==> src/rtl/adc_timing_pkg.sv <==
// Shared timing defaults and FSM state encoding for the ADC sample sequencer.
package adc_timing_pkg;

    localparam int DEF_SAMPLE_PERIOD   = 1000;
    localparam int DEF_SAMPLES_PER_PPS = 1000;
    localparam int DEF_CONVST_WIDTH    = 4;
    localparam int DEF_BUSY_TIMEOUT    = 200;
    localparam int DEF_IDX_W           = 16;

    typedef enum logic [2:0] {
        IDLE,
        WAIT_PPS,
        CONV_START,
        CONVERTING,
        HOLDOFF
    } seq_state_e;

    // Bits needed by a counter whose largest value is n-1.
    function automatic int cnt_w(input int n);
        return (n < 3) ? 1 : $clog2(n);
    endfunction

endpackage

==> src/rtl/neg_edge_detector.sv <==
// Falling-edge detector: one-cycle NEGEDGE when SIG drops (registered 1, current 0).
module neg_edge_detector (
    input  logic CLK,
    input  logic RST,
    input  logic SIG,
    output logic NEGEDGE
);

    logic sig_q;
    logic sig_d;

    always_comb begin
        sig_d = SIG;
    end

    always_ff @(posedge CLK or posedge RST) begin
        if (RST) begin
            sig_q <= 1'b0;
        end else begin
            sig_q <= sig_d;
        end
    end

    assign NEGEDGE = sig_q & ~SIG;

endmodule

==> src/rtl/adc_sample_sequencer.sv <==
// PPS-aligned ADC conversion sequencer: paces CONVST, watches BUSY and
// flags lost PPS alignment or a stuck converter.
module adc_sample_sequencer
    import adc_timing_pkg::*;
#(
    parameter int SAMPLE_PERIOD   = DEF_SAMPLE_PERIOD,
    parameter int SAMPLES_PER_PPS = DEF_SAMPLES_PER_PPS,
    parameter int CONVST_WIDTH    = DEF_CONVST_WIDTH,
    parameter int BUSY_TIMEOUT    = DEF_BUSY_TIMEOUT,
    parameter int IDX_W           = DEF_IDX_W
) (
    input  logic             CLK,
    input  logic             RST,
    input  logic             ENABLE,
    input  logic             PPS_EDGE,
    input  logic             ADC_BUSY,
    output logic             CONVST,
    output logic             SAMPLE_READY,
    output logic [IDX_W-1:0] SAMPLE_IDX,
    output logic             SYNC_ERR,
    output logic             TIMEOUT_ERR
);

    localparam int PW = cnt_w(SAMPLE_PERIOD);
    localparam int WW = cnt_w(CONVST_WIDTH);
    localparam int TW = cnt_w(BUSY_TIMEOUT);

    localparam logic [PW-1:0]    PERIOD_LD = PW'(SAMPLE_PERIOD - 1);
    localparam logic [WW-1:0]    WIDTH_LD  = WW'(CONVST_WIDTH - 1);
    localparam logic [TW-1:0]    TIMER_MAX = TW'(BUSY_TIMEOUT - 1);
    localparam logic [IDX_W-1:0] IDX_LAST  = IDX_W'(SAMPLES_PER_PPS - 1);

    if (SAMPLE_PERIOD < CONVST_WIDTH + BUSY_TIMEOUT + 2) begin : g_bad_period
        $error("SAMPLE_PERIOD must be >= CONVST_WIDTH + BUSY_TIMEOUT + 2");
    end

    if (CONVST_WIDTH < 1 || BUSY_TIMEOUT < 1) begin : g_bad_width
        $error("CONVST_WIDTH and BUSY_TIMEOUT must be at least 1");
    end

    if (SAMPLES_PER_PPS < 1 ||
        (IDX_W < 31 && SAMPLES_PER_PPS > (1 << IDX_W))) begin : g_bad_count
        $error("SAMPLES_PER_PPS must be in 1 .. 2**IDX_W");
    end

    seq_state_e       state_q;
    seq_state_e       state_d;
    logic             convst_q;
    logic             convst_d;
    logic             ready_q;
    logic             ready_d;
    logic [IDX_W-1:0] idx_q;
    logic [IDX_W-1:0] idx_d;
    logic             sync_q;
    logic             sync_d;
    logic             tout_q;
    logic             tout_d;
    logic [PW-1:0]    period_q;
    logic [PW-1:0]    period_d;
    logic [WW-1:0]    width_q;
    logic [WW-1:0]    width_d;
    logic [TW-1:0]    timer_q;
    logic [TW-1:0]    timer_d;

    logic             busy_fall;
    logic             restart;

    neg_edge_detector u_busy_fall (
        .CLK     (CLK),
        .RST     (RST),
        .SIG     (ADC_BUSY),
        .NEGEDGE (busy_fall)
    );

    always_comb begin
        state_d  = state_q;
        convst_d = convst_q;
        ready_d  = 1'b0;
        idx_d    = idx_q;
        sync_d   = sync_q;
        tout_d   = tout_q;
        width_d  = width_q;
        timer_d  = timer_q;
        period_d = (period_q == '0) ? '0 : period_q - PW'(1);
        restart  = PPS_EDGE && (state_q != IDLE);

        if (!ENABLE) begin
            state_d  = IDLE;
            convst_d = 1'b0;
            idx_d    = '0;
            sync_d   = 1'b0;
            tout_d   = 1'b0;
            width_d  = '0;
            timer_d  = '0;
            period_d = '0;
        end else if (restart) begin
            // PPS outranks everything, including a coincident BUSY fall.
            state_d  = CONV_START;
            convst_d = 1'b1;
            idx_d    = '0;
            period_d = PERIOD_LD;
            width_d  = WIDTH_LD;
            sync_d   = sync_q | (state_q != WAIT_PPS);
        end else begin
            unique case (state_q)
                IDLE: begin
                    state_d = WAIT_PPS;
                end
                WAIT_PPS: begin
                    state_d = WAIT_PPS;
                end
                CONV_START: begin
                    if (width_q == '0) begin
                        state_d  = CONVERTING;
                        convst_d = 1'b0;
                        timer_d  = '0;
                    end else begin
                        width_d = width_q - WW'(1);
                    end
                end
                CONVERTING: begin
                    if (busy_fall) begin
                        ready_d = 1'b1;
                        state_d = (idx_q == IDX_LAST) ? WAIT_PPS : HOLDOFF;
                    end else if (timer_q == TIMER_MAX) begin
                        tout_d  = 1'b1;
                        state_d = (idx_q == IDX_LAST) ? WAIT_PPS : HOLDOFF;
                    end else begin
                        timer_d = timer_q + TW'(1);
                    end
                end
                HOLDOFF: begin
                    if (period_q == '0) begin
                        state_d  = CONV_START;
                        convst_d = 1'b1;
                        idx_d    = idx_q + IDX_W'(1);
                        period_d = PERIOD_LD;
                        width_d  = WIDTH_LD;
                    end
                end
                default: begin
                    state_d = IDLE;
                end
            endcase
        end
    end

    always_ff @(posedge CLK or posedge RST) begin
        if (RST) begin
            state_q  <= IDLE;
            convst_q <= 1'b0;
            ready_q  <= 1'b0;
            idx_q    <= '0;
            sync_q   <= 1'b0;
            tout_q   <= 1'b0;
            period_q <= '0;
            width_q  <= '0;
            timer_q  <= '0;
        end else begin
            state_q  <= state_d;
            convst_q <= convst_d;
            ready_q  <= ready_d;
            idx_q    <= idx_d;
            sync_q   <= sync_d;
            tout_q   <= tout_d;
            period_q <= period_d;
            width_q  <= width_d;
            timer_q  <= timer_d;
        end
    end

    assign CONVST       = convst_q;
    assign SAMPLE_READY = ready_q;
    assign SAMPLE_IDX   = idx_q;
    assign SYNC_ERR     = sync_q;
    assign TIMEOUT_ERR  = tout_q;

endmodule

==> config.mk <==
export PLATFORM = sky130hd
export DESIGN_NAME = adc_sample_sequencer
export DESIGN_NICKNAME = d
export VERILOG_FILES = /design/src/rtl/adc_timing_pkg.sv /design/src/rtl/neg_edge_detector.sv /design/src/rtl/adc_sample_sequencer.sv
export SDC_FILE = /design/constraint.sdc
export NUM_CORES = 1
export LEC_CHECK = 0
export BUFFER_PORTS_ARGS = -buffer_cell sky130_fd_sc_hd__buf_2
export CELL_PAD_IN_SITES_DETAIL_PLACEMENT = 1
export CELL_PAD_IN_SITES_GLOBAL_PLACEMENT = 2
export CORE_MARGIN = 3
export CORE_UTILIZATION = 38
export CTS_BUF_LIST = sky130_fd_sc_hd__clkbuf_8
export DETAILED_ROUTE_END_ITERATION = 8
export HOLD_SLACK_MARGIN = 0.08
export PLACE_DENSITY_LB_ADDON = 0.1
export SYNTH_ARGS = -nofsm -noshare
export SYNTH_HDL_FRONTEND = slang
export SYNTH_SLANG_ARGS = --single-unit
==> constraint.sdc <==
create_clock -name CLK -period 2.6 [get_ports CLK]
set_input_delay 0.13 -clock CLK [delete_from_list [all_inputs] [get_ports CLK]]
set_output_delay 0.13 -clock CLK [all_outputs]
set_load 0.02 [all_outputs]
# Yosys cells after proc, flatten, opt, wreduce, memory -nomap -nowiden
# Index checks and enable logic that the tools add are counted.
# op_classes
n_lt_le_gt_ge	0
n_eq_ne	23
add_sub_neg	4
mux	44
reduce_logical	12
multipliers	0
shifts	0
div_mod_pow	0
bitwise	3
# ops
cell	n
$mux W16	4
$mux W10	5
$mux W8	5
$mux W3	7
$add A16 B1 Y16 const B	1
$eq A16 B10 Y1 const B	1
$pmux W8 S2	1
$mux W1	15
$ne A3 B1 Y1 const B	4
$ne A4 B4 Y1 const B	3
$pmux W3 S4	1
$logic_not A10 Y1	1
$sub A10 B1 Y10 const B	1
$ne A3 B3 Y1 const B	3
$reduce_and A3 Y1	3
$add A8 B1 Y8 const B	1
$eq A8 B8 Y1 const B	1
$mux W2	4
$eq A3 B2 Y1 const B	2
$ne A2 B1 Y1 const B	3
$ne A5 B5 Y1 const B	1
$reduce_and A5 Y1	1
$ne A2 B2 Y1 const B	2
$ne A4 B1 Y1 const B	1
other kinds (15)	15
# totals
mem_bits_rw	0
ff_bits	44
latch_bits	0
rom_bits	0
input_bits	5
memories	0

# Logic depth before layout (Yosys ltp)
# Gate-level depths: netlist of the first run.
# logic_depth
word_depth	7
mapped_depth	7

# Hierarchy
# From an unflattened synthesis of the first run, not the netlist that was laid out.
# hier_totals
cells_unflattened	261
area_unflattened_um2	2486.1
# modules_own_cells
module	cells_per_inst	area_per_inst_um2	instances
adc_sample_sequencer	258	2443.6	1
neg_edge_detector	3	42.5	1

# Worst setup path before layout of the first run
# No wires, ideal clock.
# synth_path
path_type	register to register
startpoint	register period_q[0]
endpoint	register idx_q[8], in the netlist SAMPLE_IDX[8]
synth_period_minus_slack_ps	1965
setup_slack_ps	635
n_path_buf	1
stages_incl_launch_ff	8
t_arrival_ps	1887
path_cell_list	dfrtp_1 > inv_1 > ha_1 > nor3b_4 > nand4_4 > buf_6 > or4_1 > a21oi_1
# synth_between
elab_chain_cells	3
# synth_lines
element	line	source
start, declared	adc_sample_sequencer.sv:58	logic [PW-1:0] period_q;
start signal, assigned	adc_sample_sequencer.sv:166	period_q <= period_d;
$logic_not A10 Y1	adc_sample_sequencer.sv:133	if (period_q == '0) begin
$ne A3 B1 Y1 (no line)	-	
$reduce_and A2 Y1 (no line)	-	
end signal, assigned	adc_sample_sequencer.sv:163	idx_q <= idx_d;
end, declared	adc_sample_sequencer.sv:52	logic [IDX_W-1:0] idx_q;
# No other way between the ends.
# A chain may end at the register's enable or synchronous reset.

# Final worst setup path of the first run
# layout_path
startpoint	register state_q[1]
endpoint	register idx_q[5], in the netlist SAMPLE_IDX[5]
# layout_between
elab_chain_cells	4
# layout_lines
element	line	source
start, declared	adc_sample_sequencer.sv:46	seq_state_e state_q;
start signal, assigned	adc_sample_sequencer.sv:160	state_q <= state_d;
$reduce_bool A3 Y1	adc_sample_sequencer.sv:85	restart = PPS_EDGE && (state_q != IDLE);
$logic_and A1 B1 Y1	adc_sample_sequencer.sv:85	
$ne A3 B1 Y1 (no line) / $mux W16 (equally long branches)	-	
$reduce_and A2 Y1 (no line) / $mux W16 (equally long branches)	-	
# Several ways; a longest one is shown, not always the timed one.

==> run summary, run 1 <==
Die Footprint -> 7620 um2
CTS Sinks -> 44
placed inst area -> 2700 um2
post-DP HPWL -> 4550 um
Core ar. -> 6170 um2
I/O pin count -> 25
Setup Skew -> 0.00549 ns
unrepaired setup endpoints after global routing -> no
Place WS -> 0.427 ns
TritonCTS clock tree -> built
final hold violation count -> 0
nets -> 297
synthesis-to-layout area growth -> 11.5%
Post-synth EDFFs -> 0
Crit Path Category -> register to register
gr usage total -> 18.2%
cts bufs inserted -> 5
synthesized cell area -> 2510 um2
GR Util met3 -> 3.12%
Pre-antenna DRT Iters -> 5
vias in the first global route -> 2,153
post-route cell area -> 2800 um2
port bufs -> 24
wire length of the first global-routing pass -> 10,800 um
row cnt -> 28
GRT busiest layer -> met2
status -> finished, final reports clean
Most used DFF post-synth -> dfrtp_1
Worst Path Required -> 2.82 ns
synthesized flop and latch total -> 44
endpoints failing setup -> 0
TNS Setup -> 0 ns
cell type with the largest total area after synthesis -> dfrtp_1
routed wire length -> 6510 um
YS warnings -> 0
worst min path class -> primary input to async pin
GR Util met2 -> 27.7%
vias -> 2,202
Hold WS -> 0.0435 ns
worst-margin pin slew -> 0.949 ns
Max-slew headroom -> 36.7%
initial core utilization -> 40.7%
Die H -> 87.3 um
largest net degree at the start of global routing -> 45
max_cap viols -> 0
Placer Congestion -> 0.766
Critical Path AT -> 2.46 ns
clock period minus worst slack -> 2.23 ns
Unique masters post-synth -> 52
DRC -> 0
Async SR Flop Fraction -> 100%
vias per cell -> 6.05
Power Density -> 755 nW/um2
Iter 0 DRT Violations -> 102
post-synthesis sequential area ratio -> 43.9%
crit share post-route -> 85.9%
register cell area after layout -> 1100 um2
met1 Usage GRT -> 26.2%
final critical-path setup slack -> 0.366 ns
CTS HTree Levels -> 2
DR WL/cell -> 17.9 um
Slew Limit Fails -> 0
leakage power -> 1.21 nW
syn avg cell area -> 9.47 um2
Syn Nets -> 274
grt total ovfl -> 0
antenna-violating nets left -> 0
Synth top area share -> 43.9%
CP startpoint kind -> register
VDD IR max -> 0.443 mV
multi-input logic area -> 1300 um2
fillers -> 716
Clock Latency Late Sink -> 0.30 ns
Antenna Cells -> 0
Die Span X -> 87.3 um
Max FO, Critical Path -> 16
Area contributors post-synth -> dfrtp_1 44%, or4_1 4.2%, a21oi_1 3.8%, o31ai_1 3.3%, o21ai_0 2.8%
Root Driver -> clkbuf_8
Setup crit end kind -> register
CTS max path bufs -> 2
initial antenna violation count -> 0
Post-Synthesis Cells -> 265
Resized cells post-CTS -> 0
CTS clk-pin slew, worst paths -> 0.08 ns
Fmax -> 448 MHz
share of cells above drive strength 1 -> 15.6%
[critical path, cell delays in order, from the launching register on]
cell     delay (ns)
dfrtp_1        0.55
nor3b_1        0.59
nand4_4        0.30
or4_1          0.57
a21oi_1        0.16
[per-layer routing]
layer / up-vias / routed length [um]
li1: 1057 / -
met1: 1103 / 3230
met2: 35 / 2980
met3: 7 / 203
met4: 0 / 99
met5: - / 0
[layout by cell type (no fill, tap or decap), types with 3 or more instances in the layout]
cell and instances:
dfrtp_1 44, nand2b_1 4, clkbuf_8 6, o21bai_1 3
nand2_1 18, ha_1 4, nand3_1 11, xnor2_1 3
or4_1 14, buf_2 24, and4_1 3, o21a_1 6
inv_1 14, mux2i_1 6, nand4_1 9, a21oi_1 19
a31oi_1 10, nor2_1 9, buf_4 5, a211oi_1 3
o31ai_1 11, and3_1 5, o21ai_0 14, or3_1 6
o211ai_1 3
[where the power goes]
part / switching (mW) / internal [mW] / leakage, nW
registers: 0.146 / 0.790 / 0.596
logic: 0.419 / 0.310 / 0.562
clock network: 0.239 / 0.210 / 0.0538
[Yosys cell counts (all sizes together), types with 2 or more instances]
master and instances:
nand3 11, and4 3, nor2b 2, a211oi 3, a21oi 19, nor4 3
or3 6, nand2 18, xnor2 3, ha 4, inv 13, o211ai 3
o21a 6, and2 2, o311ai 3, o21ai 14, nor2 10, nand4 10
o21bai 3, nor3b 2, or4b 3, a31oi 10, nor3 2, and3 6
dfrtp 44, nand2b 4, or4 14, o31ai 11, buf 4, clkbuf 10
mux2i 6
[timing repair]
action                    4_1_cts  5_1_grt
hold buffers                    1        0
buffers inserted                0        0
hold endpoints to repair        1        0
[flip-flops by register name, indices dropped and copies added (netlist names)]
signal / count
timer_q: 8
SAMPLE_IDX: 16
SAMPLE_READY: 1
SYNC_ERR: 1
period_q: 10
state_q: 3
width_q: 2
TIMEOUT_ERR: 1
CONVST: 1
u_busy_fall.sig_q: 1
[metrics by stage]
stage	power, mW	util (%)	instances
final	2.11	45.4	364
after global routing	2.26	45.4	364
after CTS	2.14	45.4	364
after detailed placement	1.68	43.8	355
after global placement	1.67	43.8	355
after floorplan	1.51	-	265
[logic make-up (layout without fill, tap and decap cells)]
logic type | count (synthesis) | count (layout) | share of synthesized area, %
AO/OA/AOI/OAI | 79 | 79 | 20.3
buffers and inverters | 27 | 51 | 4.49
flip-flops | 44 | 44 | 43.9
AND/OR/NAND/NOR | 101 | 101 | 25.6
adder cells (fa/ha/maj) | 4 | 4 | 1.99
XOR/XNOR | 4 | 4 | 1.40
multiplexers | 6 | 6 | 2.39
[area by class of cell]
cell class	count	share of cell area, %
multi-input combinational	194	46.3
timing repair buffer	30	5.99
tap	75	3.35
clock inverter	2	0.268
inverter	13	1.74
clock buffer	6	2.95
sequential	44	39.4
[path summary, 6_finish.rpt]
check / startpoint / endpoint / slack (ns) / cells past startpoint
worst max-delay path: state_q[1] / SAMPLE_IDX[5] / 0.37 / 4
worst min-delay path: RST / SAMPLE_IDX[5] / 0.04 / 2
worst max register to register: state_q[1] / SAMPLE_IDX[5] / 0.37 / 4
worst min register to register: width_q[0] / width_q[0] / 0.48 / 1
max in group asynchronous: RST / width_q[0] / 1.97 / 2
min in group CLK: PPS_EDGE / SAMPLE_READY / 0.16 / 2
No activity file was read; power rests on OpenSTA's default activity.
==> inputs of run 2 (changes only) <==
--- a/config.mk
+++ b/config.mk
@@ -9,8 +9,8 @@
 export CELL_PAD_IN_SITES_DETAIL_PLACEMENT = 1
 export CELL_PAD_IN_SITES_GLOBAL_PLACEMENT = 2
 export CORE_MARGIN = 3
-export CORE_UTILIZATION = 38
-export CTS_BUF_LIST = sky130_fd_sc_hd__clkbuf_8
+export CORE_UTILIZATION = 37
+export CTS_BUF_LIST = sky130_fd_sc_hd__clkbuf_16
 export DETAILED_ROUTE_END_ITERATION = 8
 export HOLD_SLACK_MARGIN = 0.08
 export PLACE_DENSITY_LB_ADDON = 0.1
==> run 2 against run 1 <==
  * Sequential power grew 2.5%
  * Global-route usage up 0.23 points
  * Maximum frequency rose by 2.1%
  * Clock skew increased by 0.0045 ns
  * Flip-flop and latch count did not move
  * Via count is 0.32% lower
  * Critical endpoint unchanged
  * Largest power group unchanged
  * Highest routed layer unchanged
==> run summary, run 2 (synthesized netlist as in run 1, its figures left out) <==
status -> finished, final reports clean
CTS Sinks -> 44 (unchanged)
Die Span X -> 88.4 um (+1.2%)
Place WS -> 0.429 ns (+0.00237 ns)
Max FO, Critical Path -> 16 (unchanged)
cts hold-fix bufs -> 1 (unchanged)
synthesis-to-layout area growth -> 14.8%
post-DP HPWL -> 4630 um (+1.7%)
nets -> 297 (unchanged)
Slew Limit Fails -> 0 (unchanged)
Pre-antenna DRT Iters -> 4 (-1)
Setup crit end kind -> register
fillers -> 758 (+5.9%)
CP startpoint kind -> register
DRC -> 0 (unchanged)
VDD IR max -> 0.267 mV (-40%)
Core ar. -> 6460 um2 (+4.7%)
initial core utilization -> 38.9% (-1.8 points)
wire length of the first global-routing pass -> 11,200 um (+3.6%)
grt total ovfl -> 0 (unchanged)
CTS clk-pin slew, worst paths -> 0.07 ns (about the same)
final hold violation count -> 0 (unchanged)
postcts setup bufs -> 0 (unchanged)
unrepaired setup endpoints after global routing -> no
Clock Latency Late Sink -> 0.29 ns (about the same)
Die Footprint -> 7810 um2 (+2.5%)
final critical-path setup slack -> 0.411 ns (+0.0451 ns)
P_int -> 1.55 mW (+19%)
P_sw -> 869 uW (+8.1%)
Largest register FFs -> 16 (unchanged)
Resized cells post-CTS -> 0 (unchanged)
Power Density -> 840 nW/um2 (+11%)
Die H -> 88.4 um (+1.2%)
Clock power frac -> 30.8% (+9.6 points)
Placer Congestion -> 0.819 (+6.9%)
Root Driver -> clkbuf_16
multi-input logic area -> 1300 um2 (unchanged)
worst-margin pin slew -> 0.960 ns (+0.0115 ns)
row cnt -> 29 (+3.6%)
antenna-violating nets left -> 0 (unchanged)
Max-slew headroom -> 35.9% (-0.77 points)
vias per cell -> 6.00 (-0.86%)
Worst Path Required -> 2.82 ns (about the same)
Fmax -> 457 MHz (+2.1%)
placed inst area -> 2700 um2 (about the same)
routed wire length -> 6600 um (+1.3%)
post-route cell area -> 2880 um2 (+3.0%)
Iter 0 DRT Violations -> 84 (-18%)
Setup Skew -> 0.00995 ns (+0.00446 ns)
leakage power -> 1.24 nW (+2.2%)
sw frac -> 35.9% (-2.2 points)
I/O pin count -> 25 (unchanged)
share of cells above drive strength 1 -> 16.3% (+0.69 points)
max_cap viols -> 0 (unchanged)
CTS HTree Levels -> 2 (unchanged)
Critical Path AT -> 2.40 ns (-0.06 ns)
vias in the first global route -> 2,202 (+2.3%)
port bufs -> 24 (unchanged)
TNS Setup -> 0 ns (unchanged)
Antenna Cells -> 0 (unchanged)
register cell area after layout -> 1100 um2 (unchanged)
worst min path class -> primary input to async pin
TritonCTS clock tree -> built
cts bufs inserted -> 5 (unchanged)
Gate power share -> 29.7% (-4.8 points)
CTS max path bufs -> 2 (unchanged)
DR WL/cell -> 18.0 um (+0.71%)
gr usage total -> 18.4% (+0.23 points)
most frequent cells in the layout -> 44 x dfrtp_1, 24 x buf_2, 19 x a21oi_1
initial antenna violation count -> 0 (unchanged)
largest net degree at the start of global routing -> 45 (unchanged)
sequential share of power -> 39.5% (-4.8 points)
clock period minus worst slack -> 2.19 ns (-0.0451 ns)
crit share post-route -> 84.2% (-1.7 points)
most common cell after layout, fill and taps aside -> dfrtp_1
vias -> 2,195 (-0.32%)
Crit Path Category -> register to register
endpoints failing setup -> 0 (unchanged)
-- run 2: changes by cell type in the layout (fill, tap and decap cells not counted), sizes merged --
cell / change
bufinv: +1
clkbuf: -1
inv: -1
clkinvlp: +1
-- run 2: stage by stage --
step / total power [mW] / util, % / cells / hold slack (ns)
after floorplan: 1.51 / - / 265 / 0.161
after global routing: 2.58 / 44.6 / 366 / 0.135
after CTS: 2.44 / 44.6 / 366 / 0.0972
after global placement: 1.67 / 41.8 / 357 / 0.248
final: 2.42 / 44.6 / 366 / 0.0501
after detailed placement: 1.69 / 41.8 / 357 / 0.253
-- run 2: worst max-delay path: stages (launching register included) --
cell and delay [ns]:
dfrtp_1 0.41, inv_1 0.07, ha_1 0.19, nor3b_4 0.40, nand4_4 0.30, or4_1 0.59, a21oi_1 0.15
-- run 2: metal layers --
layer  wire length [um]  GRT usage, %  vias to the layer above
met5                  0             0                        -
met3                198          3.17                        5
met2               3120          30.5                       29
li1                   -             -                     1063
met4                 64          4.53                        0
met1               3210          25.1                     1098
-- run 2: power groups by stage --
stage / clock, mW / combinational (mW) / sequential [mW]
6_report: 0.746 / 0.718 / 0.958
4_1_cts: 0.762 / 0.722 / 0.959
3_5_place_dp: 0 / 0.717 / 0.971
3_3_place_gp: 0 / 0.708 / 0.965
2_1_floorplan: 0 / 0.592 / 0.917
5_1_grt: 0.791 / 0.808 / 0.981
-- run 2: path summary, 6_finish.rpt --
| check | startpoint | end | slack (ns) | depth (start not counted) |
|---|---|---|---|---|
| max reg2reg | period_q[0] | SAMPLE_IDX[5] | 0.41 | 6 |
| min in group CLK | PPS_EDGE | SAMPLE_READY | 0.16 | 2 |
| min | RST | timer_q[1] | 0.05 | 2 |
| max in group asynchronous | RST | CONVST | 1.94 | 2 |
| max | period_q[0] | SAMPLE_IDX[5] | 0.41 | 6 |
| min reg2reg | width_q[0] | width_q[0] | 0.48 | 1 |
-- run 2: cell type report --
cell class                 count  area share [%]
clock buffer                   5            4.34
clock inverter                 3            1.61
inverter                      13            1.69
multi-input combinational    194            45.0
sequential                    44            38.2
tap                           77            3.34
timing repair buffer          30            5.82
==> inputs of run 3 (changes only) <==
--- a/config.mk
+++ b/config.mk
@@ -9,7 +9,7 @@
 export CELL_PAD_IN_SITES_DETAIL_PLACEMENT = 1
 export CELL_PAD_IN_SITES_GLOBAL_PLACEMENT = 2
 export CORE_MARGIN = 3
-export CORE_UTILIZATION = 37
+export CORE_UTILIZATION = 33
 export CTS_BUF_LIST = sky130_fd_sc_hd__clkbuf_16
 export DETAILED_ROUTE_END_ITERATION = 8
 export HOLD_SLACK_MARGIN = 0.08
==> constraint.sdc (replaced) <==
create_clock -name CLK -period 1.95 [get_ports CLK]
set_input_delay 0.0975 -clock CLK [delete_from_list [all_inputs] [get_ports CLK]]
set_output_delay 0.0975 -clock CLK [all_outputs]
set_load 0.02 [all_outputs]
==> run 3 against run 2 <==
  * First-iteration DRC count down 4.8%
  * Maximum frequency up 13%
  * Wire length up 11%
  * Cell area up 10%
  * Non-clock buffer count up 33
  * Flip-flop and latch count unchanged
  * Highest routed layer unchanged
  * Clock skew down 0.0015 ns
  * Global-route usage down 0.10 points
  * Setup slack worse by 0.40 ns
==> run summary, run 3 (synthesized netlist as in run 1, its figures left out) <==
status -> finished, final reports clean
initial antenna violation count -> 0 (unchanged)
TNS Setup -> 0 ns (unchanged)
Placer Congestion -> 0.778 (-5.0%)
DR WL/cell -> 17.4 um (-3.5%)
Worst Path Required -> 2.18 ns (-0.64 ns)
Core ar. -> 7330 um2 (+14%)
routed wire length -> 7340 um (+11%)
unrepaired setup endpoints after global routing -> yes
Die Span X -> 93.2 um (+5.5%)
post-route cell area -> 3180 um2 (+10%)
Setup Skew -> 0.00845 ns (-0.00150 ns)
VDD IR max -> 0.483 mV (+81%)
DRC -> 0 (unchanged)
largest net degree at the start of global routing -> 45 (unchanged)
synthesis-to-layout area growth -> 26.7%
Slowest Stage Delay on Critical Path -> 0.55 ns (-0.04 ns)
Pre-antenna DRT Iters -> 4 (unchanged)
Fmax -> 515 MHz (+13%)
Max-slew headroom -> 59.1% (+23 points)
max_cap viols -> 0 (unchanged)
share of cells above drive strength 1 -> 26.9% (+11 points)
I/O pin count -> 25 (unchanged)
Iter 0 DRT Violations -> 80 (-4.8%)
initial core utilization -> 34.2% (-4.6 points)
crit path cell chain -> buf_4, or4_4, or4b_4, a21oi_2, o21a_1
worst min path class -> primary input to register
Largest register FFs -> 16 (unchanged)
CTS clk-pin slew, worst paths -> 0.07 ns (about the same)
antenna-violating nets left -> 0 (unchanged)
endpoints failing setup -> 0 (unchanged)
Die Footprint -> 8690 um2 (+11%)
post-DP HPWL -> 5070 um (+9.5%)
CP startpoint kind -> register
CTS Sinks -> 44 (unchanged)
cts bufs inserted -> 5 (unchanged)
crit share post-route -> 99.6% (+15 points)
gr usage total -> 18.3% (-0.10 points)
vias per cell -> 5.51 (-8.1%)
worst-path cell with the longest stage delay -> or4_4
Power Density -> 1070 nW/um2 (+28%)
leakage power -> 1.40 nW (+13%)
Die H -> 93.2 um (+5.5%)
Crit Path Category -> register to register
Setup crit end kind -> register
clock period minus worst slack -> 1.94 ns (-0.246 ns)
row cnt -> 31 (+6.9%)
grt total ovfl -> 0 (unchanged)
final hold violation count -> 0 (unchanged)
port bufs -> 24 (unchanged)
most frequent cells in the layout -> 44 x dfrtp_1, 35 x buf_4, 24 x buf_2
placed inst area -> 2930 um2 (+8.3%)
TritonCTS clock tree -> built
worst-margin pin slew -> 0.613 ns (-0.347 ns)
Slew Limit Fails -> 0 (unchanged)
Antenna Cells -> 0 (unchanged)
Clock Latency Late Sink -> 0.29 ns (about the same)
vias -> 2,326 (+6.0%)
Root Driver -> clkbuf_16
CTS max path bufs -> 2 (unchanged)
wire length of the first global-routing pass -> 12,600 um (+12%)
most common cell after layout, fill and taps aside -> dfrtp_1
Critical Path AT -> 2.18 ns (-0.22 ns)
CTS HTree Levels -> 2 (unchanged)
nets -> 331 (+11%)
vias in the first global route -> 2,444 (+11%)
Max FO, Critical Path -> 4 (-12)
run 3: changes by cell type in the layout (fill, tap and decap cells not counted), sizes merged:
| cell | change |
|---|---|
| inv | -1 |
| bufinv | -1 |
| dlygate4sd3 | +1 |
| clkinv | +3 |
| nand4 | +1 |
| clkinvlp | -1 |
| buf | +32 |
run 3: metrics by stage:
step	worst slack, ns	std cells	total power [mW]	util, %	hold WS (ns)
CTS	0.000150	420	3.41	42.9	0.167
global placement	0.0150	405	2.40	39.9	0.219
global route	-0.0769	422	3.67	43.4	0.187
floorplan	0.0159	265	2.02	-	0.129
finish	0.00767	422	3.42	43.4	0.166
detailed placement	-0.102	405	2.43	39.9	0.222
run 3: timing repair:
| action | in CTS | in global routing |
|---|---|---|
| hold endpoints to repair | 45 | 0 |
| gates cloned | 1 | 0 |
| endpoints found under the setup margin | 15 | 19 |
| gates resized for setup | 4 | 6 |
| buffers inserted | 4 | 2 |
| pin swaps | 3 | 4 |
| hold buffers | 2 | 0 |
run 3: worst max-delay path, delay by kind of cell (launching register included):
kind,cells,cell delay (ns)
and+or+nand+nor,2,1.09
DFF,1,0.38
buffers and inverters,1,0.15
AOI/OAI and AO/OA,2,0.27
run 3: where the power goes:
group / internal [mW] / switching (mW)
clock network: 0.467 / 0.367
logic: 0.644 / 0.724
registers: 1.05 / 0.162
run 3: cell type report:
type	instances	area (um2)
timing repair buffer	63	425
clock buffer	5	125
clock inverter	3	13.8
tap	99	124
sequential	44	1100
fill	846	4150
inverter	13	48.8
multi-input combinational	195	1340
run 3: final timing paths:
path / startpoint / endpoint / slack [ns] / depth (start not counted)
min in group asynchronous: RST / SAMPLE_IDX[3] / 0.51 / 4
setup / recovery: period_q[0] / period_q[7] / 0.008 / 5
hold / removal: PPS_EDGE / SAMPLE_READY / 0.17 / 2
setup reg to reg: period_q[0] / period_q[7] / 0.008 / 5
hold reg to reg: timer_q[0] / timer_q[0] / 0.50 / 1
max in group asynchronous: RST / TIMEOUT_ERR / 1.02 / 4
run 3: metal layers:
metal	vias up	GRT usage (%)	wire length, um
met1	1162	26.3	3660
met5	-	0	0
met3	5	3.14	239
met4	0	4.76	84
met2	26	28.4	3360
li1	1133	-	-
